$ cat config.mk
export PLATFORM = sky130hd
export DESIGN_NAME = mac_job_ctrl
export DESIGN_NICKNAME = d
export VERILOG_FILES = /design/src/rtl/local_mac_package.sv /design/src/rtl/mac_ctrl_package.sv /design/src/rtl/mac_ctrl_counter.sv /design/src/rtl/mac_job_ctrl.sv
export SDC_FILE = /design/constraint.sdc
export NUM_CORES = 1
export LEC_CHECK = 0
export BUFFER_PORTS_ARGS = -buffer_cell sky130_fd_sc_hd__buf_2
export CAP_MARGIN = 10
export CELL_PAD_IN_SITES_DETAIL_PLACEMENT = 1
export CELL_PAD_IN_SITES_GLOBAL_PLACEMENT = 2
export CORE_UTILIZATION = 38
export DETAILED_ROUTE_END_ITERATION = 12
export PLACE_DENSITY_LB_ADDON = 0.12
export SLEW_MARGIN = 20
export SYNTH_ARGS = -nofsm -noshare
export SYNTH_HDL_FRONTEND = slang
export SYNTH_SLANG_ARGS = --single-unit
$ cat constraint.sdc
create_clock -name ap_clk -period 7.3 [get_ports ap_clk]
set_input_delay 0 -clock ap_clk [delete_from_list [all_inputs] [get_ports ap_clk]]
set_output_delay 0 -clock ap_clk [all_outputs]
set_load 0.05 [all_outputs]
$ cat src/rtl/local_mac_package.sv
// rtl/local_mac_package.sv - MAC datapath sizing shared across the MAC slice
package local_mac_package;

    localparam int MAC_CNT_LEN = 4096;

endpackage

$ cat src/rtl/mac_ctrl_package.sv
// rtl/mac_ctrl_package.sv - job sequencer types and sizing
package mac_ctrl_package;

    import local_mac_package::MAC_CNT_LEN;

    localparam int MAC_LEN_W    = $clog2(MAC_CNT_LEN);
    localparam int MAC_NB_OUT_W = 16;

    typedef enum logic [1:0] {
        IDLE,
        RUN,
        DRAIN,
        DONE
    } mac_ctrl_state_t;

    // Descriptor as presented by a job source.
    typedef struct packed {
        logic                    simple_mul;
        logic [4:0]              shift;
        logic [MAC_LEN_W-1:0]    len;
        logic [MAC_NB_OUT_W-1:0] nb_out;
    } mac_job_t;

endpackage

$ cat src/rtl/mac_ctrl_counter.sv
// rtl/mac_ctrl_counter.sv - up counter with sync clear and terminal-count compare
module mac_ctrl_counter #(
    parameter int W = 8
) (
    input  logic         ap_clk,
    input  logic         ap_rst_n,
    input  logic         clear,
    input  logic         en,
    input  logic [W-1:0] term,
    output logic [W-1:0] cnt,
    output logic         at_term
);

    // Count accepted events; clear wins over enable.
    always_ff @(posedge ap_clk or negedge ap_rst_n) begin
        if (!ap_rst_n) begin
            cnt <= '0;
        end else if (clear) begin
            cnt <= '0;
        end else if (en) begin
            cnt <= cnt + W'(1);
        end
    end

    assign at_term = (cnt == term);

endmodule

$ cat src/rtl/mac_job_ctrl.sv
// rtl/mac_job_ctrl.sv - job sequencer gating a/b operand streams and counting d results
module mac_job_ctrl
    import mac_ctrl_package::*;
#(
    parameter int  MAC_CNT_LEN = local_mac_package::MAC_CNT_LEN,
    parameter int  NB_OUT_W    = 16,
    localparam int LEN_W       = $clog2(MAC_CNT_LEN)
) (
    input  logic                ap_clk,
    input  logic                ap_rst_n,
    input  logic                clear,

    input  logic                job_valid,
    output logic                job_ready,
    input  logic                job_simple_mul,
    input  logic [4:0]          job_shift,
    input  logic [LEN_W-1:0]    job_len,
    input  logic [NB_OUT_W-1:0] job_nb_out,

    input  logic                a_in_valid,
    output logic                a_in_ready,
    input  logic [31:0]         a_in_data,
    input  logic                b_in_valid,
    output logic                b_in_ready,
    input  logic [31:0]         b_in_data,

    output logic                a_out_valid,
    input  logic                a_out_ready,
    output logic [31:0]         a_out_data,
    output logic                b_out_valid,
    input  logic                b_out_ready,
    output logic [31:0]         b_out_data,

    input  logic                d_in_valid,
    output logic                d_in_ready,
    input  logic [31:0]         d_in_data,
    output logic                d_out_valid,
    input  logic                d_out_ready,
    output logic [31:0]         d_out_data,

    output logic                reg_simple_mul,
    output logic [4:0]          reg_shift,
    output logic [LEN_W-1:0]    reg_len,

    output logic                busy,
    output logic                done
);

    // Wide enough for nb_out * MAC_CNT_LEN without overflow.
    localparam int TP_W = NB_OUT_W + LEN_W + 1;

    mac_ctrl_state_t     state_q;
    mac_ctrl_state_t     state_d;

    logic [TP_W-1:0]     tot_pairs_q;
    logic [NB_OUT_W-1:0] nb_out_q;

    logic [TP_W-1:0]     pair_cnt;
    logic [NB_OUT_W-1:0] out_cnt;
    logic                pair_last;
    logic                out_last;

    logic                job_acc;
    logic                fwd_ab;
    logic                fwd_d;
    logic                pair_hs;
    logic                d_hs;
    logic                cnt_clr;

    // Operand gate is open only while pairs are still owed; result path stays
    // open until the last result is delivered.
    assign fwd_ab  = (state_q == RUN);
    assign fwd_d   = (state_q == RUN) || (state_q == DRAIN);

    assign job_acc = job_valid & job_ready & ~clear;

    assign a_out_valid = fwd_ab & a_in_valid;
    assign b_out_valid = fwd_ab & b_in_valid;
    assign a_in_ready  = fwd_ab & a_out_ready;
    assign b_in_ready  = fwd_ab & b_out_ready;
    assign a_out_data  = a_in_data;
    assign b_out_data  = b_in_data;

    // Outside a job the d stream is drained into the floor so a MAC left with
    // partial work after an abort empties itself.
    assign d_out_valid = fwd_d & d_in_valid;
    assign d_in_ready  = fwd_d ? d_out_ready : 1'b1;
    assign d_out_data  = d_in_data;

    assign pair_hs = fwd_ab & a_in_valid & a_out_ready & b_in_valid & b_out_ready;
    assign d_hs    = fwd_d & d_in_valid & d_out_ready;

    // Counters sit at zero whenever no job is in flight.
    assign cnt_clr = clear | ~fwd_d;

    mac_ctrl_counter #(
        .W (TP_W)
    ) u_pair_cnt (
        .ap_clk   (ap_clk),
        .ap_rst_n (ap_rst_n),
        .clear    (cnt_clr),
        .en       (pair_hs),
        .term     (tot_pairs_q - TP_W'(1)),
        .cnt      (pair_cnt),
        .at_term  (pair_last)
    );

    mac_ctrl_counter #(
        .W (NB_OUT_W)
    ) u_out_cnt (
        .ap_clk   (ap_clk),
        .ap_rst_n (ap_rst_n),
        .clear    (cnt_clr),
        .en       (d_hs),
        .term     (nb_out_q - NB_OUT_W'(1)),
        .cnt      (out_cnt),
        .at_term  (out_last)
    );

    // Latch the descriptor and its pair budget on accept; held after the job ends.
    always_ff @(posedge ap_clk or negedge ap_rst_n) begin
        if (!ap_rst_n) begin
            reg_simple_mul <= 1'b0;
            reg_shift      <= '0;
            reg_len        <= '0;
            nb_out_q       <= '0;
            tot_pairs_q    <= '0;
        end else if (job_acc) begin
            reg_simple_mul <= job_simple_mul;
            reg_shift      <= job_shift;
            reg_len        <= job_len;
            nb_out_q       <= job_nb_out;
            tot_pairs_q    <= job_simple_mul
                            ? TP_W'(job_nb_out)
                            : TP_W'(job_nb_out) * TP_W'({1'b0, job_len} + (LEN_W+1)'(1));
        end
    end

    // State register.
    always_ff @(posedge ap_clk or negedge ap_rst_n) begin
        if (!ap_rst_n) begin
            state_q <= IDLE;
        end else begin
            state_q <= state_d;
        end
    end

    // Next state and status outputs; a final result ends the job even if
    // operand pairs are still being counted.
    always_comb begin
        state_d   = state_q;
        job_ready = 1'b0;
        busy      = 1'b1;
        done      = 1'b0;
        case (state_q)
            IDLE: begin
                job_ready = 1'b1;
                busy      = 1'b0;
                if (job_valid) begin
                    state_d = (job_nb_out == '0) ? DONE : RUN;
                end
            end
            RUN: begin
                if (d_hs && out_last) begin
                    state_d = DONE;
                end else if (pair_hs && pair_last) begin
                    state_d = DRAIN;
                end
            end
            DRAIN: begin
                if (d_hs && out_last) begin
                    state_d = DONE;
                end
            end
            DONE: begin
                done    = 1'b1;
                state_d = IDLE;
            end
            default: begin
                state_d = IDLE;
            end
        endcase
        if (clear) begin
            state_d = IDLE;
        end
    end

endmodule

## Yosys cells after proc, flatten, opt, wreduce, memory -nomap -nowiden

Index checks and enable logic that the tools add are counted.

| storage, ports and cells | value |
|---|---|
| flip-flop bits (word level) | 110 |
| output and inout port bits | 123 |

| operators by class | value |
|---|---|
| bitwise gates (word level) | 14 |
| add/subtract/negate cells | 5 |
| $mul | 1 |
| eq/ne operators | 8 |
| muxes and demuxes | 16 |
| reduce and logical (&&, ||, !) cells | 8 |

Operators by type and width:

| cell | number |
|---|---|
| $mux 29 | 3 |
| $mux 16 | 2 |
| $add 29x1->29 const B | 1 |
| $eq 29x29->1 | 1 |
| $mul 16x13->29 | 1 |
| $sub 29x1->29 const B | 1 |
| $add 16x1->16 const B | 1 |
| $eq 16x16->1 | 1 |
| $logic_not 16->1 | 1 |
| $sub 16x1->16 const B | 1 |
| $add 12x1->13 const B | 1 |
| $mux 2 | 6 |
| $and 1x1->1 | 11 |
| $pmux 2 s4 | 1 |
| $eq 2x2->1 const B | 2 |
| $mux 1 | 4 |
| $ne 4x2->1 const B | 1 |
| $reduce_bool 2->1 | 2 |
| $ne 3x2->1 const B | 1 |
| $ne 3x3->1 const B | 1 |
| $reduce_and 3->1 | 1 |
| $eq 2x1->1 const B | 1 |
| $logic_and 1x1->1 | 2 |
| $logic_not 2->1 | 1 |
| 3 further kinds | 4 |

## Depth between registers and ports, before layout

| logic depth | value |
|---|---|
| depth after elaboration | 10 |
| depth in mapped cells | 27 |
| mapped depth without buffers | 26 |

## By module

From an unflattened synthesis, not the netlist that was laid out.

| unflattened totals | value |
|---|---|
| cells, all modules | 1574 |
| area, all modules | 14154.8 µm² |

By module, submodules not included:

| module | times used | area each (µm²) | cells each |
|---|---|---|---|
| mac_job_ctrl | 1 | 11207.0 | 1275 |
| mac_ctrl_counter at u_pair_cnt | 1 | 1923.1 | 195 |
| mac_ctrl_counter at u_out_cnt | 1 | 1024.7 | 104 |

## Worst setup path before layout

No wires, ideal clock.

| timing path | value |
|---|---|
| path kind | input to register |
| start point | input job_len[0] |
| end point | register tot_pairs_q[25] |
| slack | 1.323 ns |
| cell stages on the path | 25 |
| arrival | 5.856 ns |
| cell sequence | ha_1 > nand3_1 > nor2_1 > and3_1 > and3_1 > and3_1 > clkbuf_1 > clkbuf_1 > nand2_1 > fa_1 > fa_1 > inv_1 > fa_1 > fa_1 > inv_1 > fa_1 > inv_1 > ha_1 > a21o_1 > a41oi_1 > o21a_1 > o21ai_0 > a311oi_1 > xnor2_1 > a22o_1 |

| on the way | value |
|---|---|
| cells in the longest elaborated chain, start to end | 3 |

Ends and longest elaborated chain:

| element | line | RTL |
|---|---|---|
| from (decl) | mac_job_ctrl.sv:17 | `input logic [LEN_W-1:0] job_len,` |
| $add 12x1->13 | mac_job_ctrl.sv:135 | `: TP_W'(job_nb_out) * TP_W'({1'b0, job_len} + (LEN_W+1)'(1));` |
| $mul 16x13->29 | mac_job_ctrl.sv:135 |  |
| $mux 29 | mac_job_ctrl.sv:134 | `? TP_W'(job_nb_out)` |
| to (signal assigned) | mac_job_ctrl.sv:133 | `tot_pairs_q <= job_simple_mul` |
| to (decl) | mac_job_ctrl.sv:55 | `logic [TP_W-1:0] tot_pairs_q;` |

No other way between the ends.
A chain may end at the register's enable or synchronous reset.

## Worst setup path in the final report

| timing path | value |
|---|---|
| start point | input job_len[1] |
| end point | register tot_pairs_q[27] |

The elaborated chain is that of the path after synthesis.

==> impl_results.md <==
* Status: completed
* DR WL/cell at between 15 and 20 um
* Num rows at 70
* Top-area cell type share of the netlist area at 0.218
* Leakage at 6.96 nW
* Hold WS at between 0.000015 and 0.00002 ns
* Clock share of power at 0.090
* Syn avg cell area at 8.81 um^2
* Die X at 195 um
* Crit path launch type: input port
* Core footprint at roughly 37,000 um^2
* Root buffer cell: clkbuf_16
* Initial antenna violation count at 1
* Share of layout cells above drive strength 1 at 0.0918
* Fin crit period at 6.64 ns
* Worst Path Arrival at a little under 7 ns
* Avg Vias per Cell at a little over 5
* Wirelength, routed at a little under 40,000 um
* Sw Share at 0.527
* Asr flop ratio synth at 1.00
* Max-slew violations at 0
* CTS sink cnt at 110
* Global-route wire length before repair at around 63,000 um
* Commonest register cell after synthesis: dfrtp_1
* Crit Path Category: input port to register
* Final Cell Area at around 15,000 um^2
* Largest net degree at the start of global routing at a little under 90
* IO buf count at 70
* Least-Margin Pin Slew at slightly below 1 ns
* Setup bufs post-CTS at 0
* Total GRT Usage at 0.210
* CTS Buf Count at 9
* Sequential fraction of design power at 0.177
* Top cell by count, worst path: fa_1
* Switch Pwr at 3.04 mW
* H-Tree Depth at 3
* Tcrit/Tclk final at 0.910
* Setup_tns at 0 ns
* Initial Utilization at 0.386
* Num ports at 263
* HP Class: input port to output port
* Post-layout nets at 1,930
* Worst-Skew Late Latency at between 0.3 and 0.4 ns
* Final WS setup at roughly 0.66 ns
* Sequential area share after synthesis at 0.195
* Worst path max stage delay at roughly 0.53 ns
* Diodes inserted at 0
* Area Overhead vs Synth at 3.75%
* Total power at approximately 5.8 mW
* Endpoint type of the worst setup path: register
* Vias in the first global route at roughly 11,000
* CP Data Required Time at between 7 and 8 ns
* EDFF count, synth at 0
* Synth unique cells at 77
* Area taken by flip-flops and latches at 2750 um^2
* Area leader, netlist: fa_1
* FILL cells at approximately 4,300
* Post-layout util at 0.401
* Clk slew on worst S/H paths at ~0.070 ns
* Die ar. at approximately 38,000 um^2
* FMAX at 0.151 GHz
* Mapped Cells at ~1,600
* DR iter-0 viols at approximately 430
* Syn_nets at around 2,000
* Logic gate share of total power at 0.733
* RSZ-0062 raised after global routing: no
* CTS resizes at 0
* Chip height at 195 um
* Reg2Reg Depth at 11
* Cell Area, Synth at about 14,000 um^2
* Seq cells post-synth at 110
* Routed Antenna Nets at 0
* Clk buf depth at 2
* Final Hold Fails at 0
* Max VDD drop at 0.177 mV
* Multi-input gate area at 9570 um^2
* Via count at about 11,000
* DP Area at ~14,000 um^2
* Hold path depth at 0
* Pwr Density at between 300 and 400 nW/um^2
* Setup violations, final at 0
* DP Cell Count at around 2,000
* Max-Cap Viols at 0
* P_int at 2.73 mW
* Critical-path top delay cell: dlygate4sd3_1
* CP max FO at 10
* Routability-driven placement congestion ratio at ~0.8
* Layout Skew at 0.0125 ns
* CTS tree: yes
* Area contributors post-synth: fa_1 (22%), dfrtp_1 (19%), ha_1 (7.4%), inv_1 (5.7%), buf_4 (5.2%)
* Total grt overflow at 0
* Max_slew headroom at 0.346
* Post-DP HPWL at slightly above 30,000 um
* Pre-CTS setup slack at roughly 0.54 ns
* Final Instance Count excl. Fillers at 2,025
* Ys Warns at 0
* DR DRC count at 0
* Pre-antenna DRT Iters at 5
==> routing by layer <==
metal	vias up	part of all wire	GRT usage
met1	5364	0.50	0.306
met3	24	0.029	0.0167
met2	133	0.47	0.344
met4	0	0.0091	0.0402
met5	-	0	0
li1	4983	-	-
==> cell type report <==
type,instances,area share
Inverter,215,0.0550
Multi-Input combinational cell,1113,0.653
Sequential cell,110,0.188
Clock inverter,6,0.00478
Timing Repair Buffer,103,0.0442
Tap cell,468,0.0399
Clock buffer,10,0.0156
==> power by group through the flow <==
stage	Combinational [mW]	Sequential [mW]	Clock [mW]
global route	4.80	1.06	0.562
floorplan	3.26	1.09	0
CTS	4.30	1.02	0.541
finish	4.23	1.02	0.522
global placement	4.21	1.02	0
detailed placement	4.27	1.03	0
==> placed cells by master, fill, tap and decap left out, types with 10 or more instances in the layout <==
| cell type | n |
|---|---|
| nor3_1 | 22 |
| nor2_1 | 84 |
| nor4_1 | 21 |
| nand2_1 | 192 |
| buf_2 | 69 |
| a21oi_1 | 38 |
| mux2_2 | 34 |
| nor2b_1 | 20 |
| or3_1 | 15 |
| dfrtp_1 | 110 |
| dlygate4sd3_1 | 19 |
| nand3_1 | 29 |
| and2_1 | 67 |
| nand4_1 | 22 |
| o21ai_0 | 37 |
| nand2b_1 | 11 |
| inv_1 | 215 |
| buf_4 | 15 |
| fa_1 | 154 |
| mux2i_1 | 10 |
| and3_1 | 15 |
| xnor2_1 | 61 |
| ha_1 | 84 |
| a21o_1 | 14 |
| xor2_1 | 63 |
==> state kept, by name (all words and copies together) (netlist names) <==
name            flops
state_q             2
tot_pairs_q        29
reg_shift           5
reg_len            12
reg_simple_mul      1
u_out_cnt.cnt      16
nb_out_q           16
u_pair_cnt.cnt     29
==> worst max-delay path, delay by kind of cell <==
kind / cells / cell delay (ns)
compound gates: 6 / 1.16
buf+inv: 5 / 1.04
xor+xnor: 2 / 0.62
simple gates: 7 / 1.19
fa+ha+maj: 7 / 2.87
==> Yosys cell counts (all sizes together), types with 6 or more instances <==
master and count:
o21ai 38, nor2b 20, nor3 23, a31oi 8, mux2 35, nor2 84, nand2 192, a22o 9
nand3 29, xnor2 61, o31ai 6, ha 84, or3 15, nor4 22, a21oi 38, fa 154
xor2 63, nand4 22, o21a 6, a21o 14, inv 215, mux2i 10, and3 15, nand2b 11
and4 7, clkbuf 66, buf 100, or4 8, dfrtp 110, and2 67
==> timing repair <==
| item | CTS | global route |
|---|---|---|
| hold endpoints to repair | 89 | 0 |
| hold buffers | 19 | 0 |
| setup endpoints to repair | 0 | 0 |
==> kinds of logic after synthesis <==
logic type      share of synthesized area
flops                               0.195
mux                                0.0350
buf+inv                             0.128
xor+xnor                           0.0768
fa+ha+maj                           0.292
simple gates                        0.194
compound gates                     0.0793
==> path summary, 6_finish.rpt <==
| kind | from | endpoint | slack (ns) |
|---|---|---|---|
| max in group asynchronous | ap_rst_n | u_pair_cnt.cnt[18] | 5.81 |
| hold / removal | b_in_data[27] | b_out_data[27] | 0.00002 |
| hold reg to reg | reg_len[0] | reg_len[0] | 0.49 |
| min in group asynchronous | ap_rst_n | u_out_cnt.cnt[1] | 0.31 |
| setup reg to reg | nb_out_q[0] | state_q[1] | 3.61 |
| setup / recovery | job_len[1] | tot_pairs_q[27] | 0.66 |
No activity file was read; power rests on OpenSTA's default activity.
